File: src/rtl/inst_fetch_buffer.sv
// Fetch stage: owns the fetch PC, sequences instruction memory reads
// and queues returned words in a prefetch FIFO for the control unit.
module inst_fetch_buffer #(
  parameter  int DEPTH  = 4,
  parameter  int ADDR_W = 5,
  parameter  int INST_W = 32,
  localparam int PTR_W  = $clog2(DEPTH),
  localparam int CNT_W  = PTR_W + 1
) (
  input  logic              clk,
  input  logic              sys_rst,
  output logic              mem_req,
  output logic [ADDR_W-1:0] mem_addr,
  input  logic              mem_ack,
  input  logic [INST_W-1:0] mem_rdata,
  output logic              inst_valid,
  output logic [INST_W-1:0] inst_data,
  output logic [ADDR_W-1:0] inst_pc,
  input  logic              inst_ready,
  input  logic              redirect,
  input  logic [ADDR_W-1:0] redirect_pc,
  input  logic              halt,
  output logic [CNT_W-1:0]  fifo_count
);

  typedef enum logic [1:0] {
    IDLE,
    REQ,
    DRAIN,
    HALTED
  } state_t;

  state_t            state, state_nx;
  logic [ADDR_W-1:0] pc_q, pc_nx;
  logic [ADDR_W-1:0] addr_q, addr_nx;

  logic [INST_W-1:0] data_q [DEPTH];
  logic [ADDR_W-1:0] tag_q  [DEPTH];
  logic [PTR_W-1:0]  wr_ptr, rd_ptr;
  logic [CNT_W-1:0]  cnt_q, cnt_post;
  logic              push, pop, room;

  assign push     = (state == REQ) && mem_ack && !redirect;
  assign pop      = (cnt_q != '0) && inst_ready;
  assign cnt_post = cnt_q + CNT_W'(push) - CNT_W'(pop);
  assign room     = cnt_post < CNT_W'(DEPTH);

  always_comb begin
    state_nx = state;
    pc_nx    = pc_q;
    addr_nx  = addr_q;
    unique case (state)
      IDLE: begin
        if (redirect) pc_nx = redirect_pc;
        if (!halt && (redirect || cnt_q < CNT_W'(DEPTH))) begin
          state_nx = REQ;
          addr_nx  = redirect ? redirect_pc : pc_q;
        end
      end
      REQ: begin
        if (redirect) begin
          pc_nx = redirect_pc;
          if (!mem_ack)  state_nx = DRAIN;
          else if (halt) state_nx = HALTED;
          else           addr_nx  = redirect_pc;
        end else if (mem_ack) begin
          pc_nx = addr_q + 1'b1;
          if (halt)      state_nx = HALTED;
          else if (room) addr_nx  = addr_q + 1'b1;
          else           state_nx = IDLE;
        end
      end
      // outstanding read is completed but its data thrown away
      DRAIN: begin
        if (redirect) pc_nx = redirect_pc;
        if (mem_ack)  state_nx = IDLE;
      end
      HALTED: begin
        if (redirect) pc_nx = redirect_pc;
        if (!halt)    state_nx = IDLE;
      end
      default: state_nx = IDLE;
    endcase
  end

  always_ff @(posedge clk or negedge sys_rst) begin
    if (!sys_rst) begin
      state  <= IDLE;
      pc_q   <= '0;
      addr_q <= '0;
    end else begin
      state  <= state_nx;
      pc_q   <= pc_nx;
      addr_q <= addr_nx;
    end
  end

  always_ff @(posedge clk or negedge sys_rst) begin
    if (!sys_rst) begin
      wr_ptr <= '0;
      rd_ptr <= '0;
      cnt_q  <= '0;
      for (int i = 0; i < DEPTH; i++) begin
        data_q[i] <= '0;
        tag_q[i]  <= '0;
      end
    end else if (redirect) begin
      rd_ptr <= wr_ptr;
      cnt_q  <= '0;
    end else begin
      if (push) begin
        data_q[wr_ptr] <= mem_rdata;
        tag_q[wr_ptr]  <= addr_q;
        wr_ptr         <= wr_ptr + 1'b1;
      end
      if (pop) rd_ptr <= rd_ptr + 1'b1;
      cnt_q <= cnt_post;
    end
  end

  assign mem_req    = (state == REQ) || (state == DRAIN);
  assign mem_addr   = addr_q;
  assign inst_valid = cnt_q != '0;
  assign inst_data  = data_q[rd_ptr];
  assign inst_pc    = tag_q[rd_ptr];
  assign fifo_count = cnt_q;

endmodule

File: config.mk
export PLATFORM = sky130hd
export DESIGN_NAME = inst_fetch_buffer
export DESIGN_NICKNAME = d
export VERILOG_FILES = /design/src/rtl/inst_fetch_buffer.sv
export SDC_FILE = /design/constraint.sdc
export NUM_CORES = 1
export LEC_CHECK = 0
export ABC_AREA = 1
export BUFFER_PORTS_ARGS = -buffer_cell sky130_fd_sc_hd__buf_4
export CORE_ASPECT_RATIO = 2
export CORE_MARGIN = 10
export CORE_UTILIZATION = 30
export CTS_CLUSTER_DIAMETER = 60
export CTS_CLUSTER_SIZE = 16
export DETAILED_ROUTE_END_ITERATION = 10
export PLACE_DENSITY = 0.5
export SYNTH_ARGS = -nofsm -noshare
export SYNTH_HDL_FRONTEND = slang
export SYNTH_SLANG_ARGS = --single-unit
File: constraint.sdc
create_clock -name clk -period 5.5 [get_ports clk]
set_input_delay 0.275 -clock clk [delete_from_list [all_inputs] [get_ports clk]]
set_output_delay 0.275 -clock clk [all_outputs]
set_load 0.01 [all_outputs]
# == Word level (Yosys, flattened, before mapping) ==
# Index checks and enable logic that the tools add are counted.
# totals
ff_bits,167
in_bits,43
wordCells,93
output_inout_bits,47
# op_classes
n_lt_le_gt_ge,5
addsub,5
n_mux,37
n_reduce_logical,17
n_eq_ne,12
bitwise,3
# ops
cell,n
$bwmux W128,1
$mux W32,3
$mux W5,13
$bmux W32 S2,1
$demux W32 S2,1
$mux W2,11
$bwmux W20,1
$pmux W5 S2,2
$bmux W5 S2,1
$demux W5 S2,1
$ne A2 B2 Y1 const B,5
$ne A4 B4 Y1 const B,2
$pmux W2 S4,1
$ge A3 B3 Y1 const B,2
$lt A3 B3 Y1 const B,2
$ne A3 B3 Y1 const B,2
$not A2 Y3,2
$reduce_and A6 Y1,1
$add A5 B1 Y5 const B,1
$logic_and A1 B1 Y1,5
$reduce_and A5 Y1,1
$add A2 B1 Y2 const B,2
$eq A2 B2 Y1 const B,2
$reduce_bool A2 Y1,2
12 further kinds,14

# == Depth between registers and ports, before layout ==
# depth
depth_word,11
depth_mapped,16
ltp_nobuf,16

# == Least setup slack after synthesis ==
# Ideal clock, no wire load.
# synth_timing
path_kind,register to register
startpoint,reg state[1]
endpoint,reg addr_q[0] (netlist: mem_addr[0])
arrival_time_ns,2.342
stages_incl_launch_ff,16
synth_period_minus_slack_ns,2.471
slack_ns,3.029
path_cell_list,dfrtp_1 -> inv_1 -> ha_1 -> nand2_2 -> nor2_8 -> inv_1 -> ha_1 -> inv_1 -> ha_1 -> inv_1 -> fa_1 -> nand3b_1 -> nand3_1 -> nand2_1 -> nand2_1 -> o21ai_0
# synth_via
elab_chain_cells,8
elab_cells_between_ends,14
classes_between,2 x add/sub; 1 x order compare; 5 x eq/ne; 1 x mux; 5 x reduce/logical
# synth_rtl
element,line,source
from (decl),33,"state_t state, state_nx;"
from (signal assigned),92,state <= state_nx;
$eq A2 B1 Y1,"43, 52",
$logic_and A1 B1 Y1 (2 in a row),43,assign push = (state == REQ) && mem_ack && !redirect;
$add A3 B1 Y3,45,assign cnt_post = cnt_q + CNT_W'(push) - CNT_W'(pop);
$sub A3 B1 Y3,45,
$lt A3 B3 Y1,46,assign room = cnt_post < CNT_W'(DEPTH);
$ne A3 B3 Y1 (no line),--,
$reduce_and A5 Y1 (no line),--,
to (signal assigned),94,addr_q <= addr_nx;
to (decl),35,"logic [ADDR_W-1:0] addr_q, addr_nx;"
# Parallel ways exist; a longest one is shown, timed or not.
# A chain may end at the register's enable or synchronous reset.

# == Worst setup path in the final report ==
# layout_timing
startpoint,reg rd_ptr[0]
endpoint,out inst_data[26]
# layout_via
elab_chain_cells,4
# layout_rtl
element,line,source
from (decl),39,"logic [PTR_W-1:0] wr_ptr, rd_ptr;"
from (signal assigned),108,rd_ptr <= wr_ptr;
from (signal assigned),116,if (pop) rd_ptr <= rd_ptr + 1'b1;
$not A2 Y3 (not written as such),124,assign inst_data = data_q[rd_ptr];
$bmux W32 S2,124,
$mux W32 (not written as such) (2 in a row),124,
to (decl),17,"output logic [INST_W-1:0] inst_data,"
# Every way passes these cells. The select of a mux whose other input is x is not followed.

==> flow_metrics.tcl <==
set metrics [dict create \
    crit_start "rd_ptr[0]" \
    cts_buffer_depth 2 \
    cts_resized 0 \
    worstSetupPathType "flop to output port" \
    initial_utilization 0.304 \
    max_freq_ghz 0.316 \
    post-route-period-util 0.576 \
    power.leakage_nw 4.46 \
    synth_seq_cells 167 \
    cp_cell_sequence "buf_4, inv_2, buf_4, o21ai_0, o22ai_1, buf_4" \
    endpoint_kind "output port" \
    cts_tree "done" \
    wire_per_inst_um 15.7 \
    yosysTopAreaCellShare 0.538 \
    drt-pass1-iter-count 4 \
    critPathMaxStageDelay_ps 580 \
    place_congestion 0.788 \
    num_vias 6316 \
    cts.sinks 167 \
    synth_compound_area_frac 0.190 \
    ant_nets 0 \
    antennaDiodeCount 0 \
    grtUsageTotal 0.130 \
    worstPathArrival_ps 2890 \
    rows 83 \
    worstMarginPinSlew_ps 1030 \
    dp.final_hpwl_um 12800 \
    endpoint "inst_data[26]" \
    synthArstFlopShare 1.00 \
    power_per_cell_area_mw_per_mm2 619 \
    synthAdderAreaFrac 0.0235 \
    finalSetupViolations 0 \
    worst_setup_path_start_kind "flop" \
    whs_ps -87.8 \
    io_pins 90 \
    syn2layout_area_growth_pct 18.0 \
    synth_edf_count 0 \
    port_buffers 89 \
    core-area_mm2 0.0255 \
    antenna_found_initial 0 \
    grt_max_degree 168 \
    grt_pass1_wl_um 34200 \
    violations "hold timing" \
    yosys.cell_count.top_type "nand2_1" \
    finalHoldViolations 49 \
    fin_skew_ps 8.89 \
    h-tree-depth 4 \
    max-slew-margin-rel 0.311 \
    grt_overflow 0 \
    rsz0062_at_grt "no" \
    vias_per_cell 4.77 \
    ys_top_cells_by_area "dfrtp_1 54%, nand2_1 10%, o21ai_1 8.6%, o21ai_0 6.7%, nor2_1 4.3%" \
    rr_endpoint "mem_addr[1]" \
    synth_top_cell_by_area "dfrtp_1" \
    regArea_mm2 0.00418 \
    num-fill-cells 2743 \
    synth_top_family_by_area "compound AO/OA/AOI/OAI gates" \
    ys.flop_type "dfrtp_1" \
    synth_mux_area_frac 0.00129 \
    multi_input_area_mm2 0.00296 \
    synth-xor-area-share 0.00113 \
    holdBufCountCts 0 \
    grt_pass1_vias 6591 \
    avgSynthCellArea_um2 8.48 \
    ir_worst_vdd_v 0.000236 \
    yosysSeqAreaShare 0.538 \
    worst-path-max-fanout 76 \
    numCtsBuffers 17 \
    final.min_clock_period_ps 3170 \
    wl_um 20800 \
    drc 0 \
    cts_root_buf "clkbuf_16" \
    synthTopCellsByCount "214 x nand2_1, 167 x dfrtp_1, 133 x o21ai_1" \
    nNetsFinal 1029 \
    crit_required_ps 5220 \
    r2r_cells 15 \
    crit_path_top_delay_cell "buf_4" \
    synth-simple-area-share 0.166 \
    status "finished with violations" \
    syn_inst 915 \
    cap_violations 0 \
    die_area_mm2 0.0331 \
    final_max_slew_viol_count 0 \
    worst_hold_path_type "input pin to async pin" \
    synth_cell_types 25 \
    clock_latency_ps 440 \
    die_w_um 134 \
    fin_tns_setup_ps 0 \
    r2r_slack_ps 2410 \
    post_cts_buffers 0 \
    syn-num-nets 972 \
    drive_gt1_frac 0.138 \
    die_h_um 247 \
    syn_area_mm2 0.00776 \
    clkTransAtPathRegs_ps 60 \
    cp_common_cell "buf_4" \
    yosys_warnings 0 \
    reg2reg_from "state[1]" \
    first_iter_violations 395 \
]
[cell type report]
cell class	count	share of cell area
clock buffers	25	0.0563
clock inverters	7	0.00984
inverters	62	0.0254
multi-input cells	626	0.323
flip-flops and latches	167	0.457
well taps	340	0.0465
repair buffers	98	0.0821
[layout by cell type, fill, tap and decap left out]
cell type / Yosys / routed
dfrtp_2: 0 / 1
nand3b_1: 1 / 1
bufinv_16: 0 / 2
dfrtp_1: 167 / 166
buf_12: 0 / 1
o22ai_1: 38 / 38
mux2i_1: 1 / 1
o211ai_1: 1 / 1
nand4_1: 3 / 3
inv_1: 62 / 61
ha_1: 13 / 13
nand2_1: 214 / 214
inv_2: 0 / 1
nor2_1: 88 / 88
nand3_1: 14 / 14
o21bai_1: 1 / 1
clkbuf_1: 21 / 2
fa_1: 1 / 1
clkinv_2: 0 / 3
buf_4: 4 / 96
nand2_2: 5 / 5
o21ai_1: 133 / 133
a21oi_1: 5 / 5
clkbuf_8: 0 / 6
nor3_1: 1 / 1
o21ai_0: 104 / 104
buf_6: 17 / 1
clkinvlp_4: 0 / 2
o21a_1: 1 / 1
nor2_8: 1 / 1
clkbuf_16: 0 / 17
xor2_1: 1 / 1
[logic make-up (layout without fill, tap and decap cells)]
| family | count (synthesis) | after routing |
|---|---|---|
| compound gates | 283 | 283 |
| buf+inv | 122 | 192 |
| mux | 1 | 1 |
| fa+ha+maj | 14 | 14 |
| flops | 167 | 167 |
| simple gates | 327 | 327 |
| xor+xnor | 1 | 1 |
[state kept, by name, summed over array words and instances, names as in the netlist]
register / cells
data_q: 128
fifo_count: 3
mem_addr: 5
pc_q: 5
rd_ptr: 2
state: 2
tag_q: 20
wr_ptr: 2
[worst min-delay path by stage]
stage / end / from / slack (ps) / cells past startpoint
2_1_floorplan: data_q[0] / sys_rst / -20 / 0
3_3_place_gp: data_q[50] / data_q[50] / 460 / 2
3_5_place_dp: data_q[50] / data_q[50] / 470 / 2
4_1_cts: data_q[29] / sys_rst / 30 / 2
5_1_grt: data_q[29] / sys_rst / 80 / 2
6_report: data_q[23] / sys_rst / -90 / 2
[critical path: cells and delay by family, from the launching register on]
kind,cells,cell delay [ps]
buffers and inverters,4,1600
AO/OA/AOI/OAI,2,440
flip-flops,1,380
[where the power goes]
part / switching (mW) / internal [mW] / total, mW
clock: 0.489 / 0.739 / 1.23
combinational: 1.38 / 0.967 / 2.34
sequential: 0.309 / 1.79 / 2.10
total: 2.17 / 3.49 / 5.67
[layer usage]
metal  share of wire  GRT usage  vias to the layer above
met2            0.53      0.238                      101
met3           0.033     0.0324                       22
met1            0.42      0.142                     3057
li1                -          -                     3136
met5               0          0                        -
met4           0.017     0.0476                        0
[metrics by stage]
stage | area, µm² | util | setup slack (ps) | power (mW) | std cells
global route | 9160 | 0.358 | 2070 | 6.17 | 1325
CTS | 9160 | 0.358 | 2240 | 5.78 | 1325
finish | 9160 | 0.358 | 2330 | 5.67 | 1325
detailed placement | 8550 | 0.335 | 2390 | 4.52 | 1293
global placement | 8550 | 0.335 | 2470 | 4.49 | 1293
floorplan | 7760 | - | 3030 | 3.56 | 915
Power figures use the tool's default switching activity.
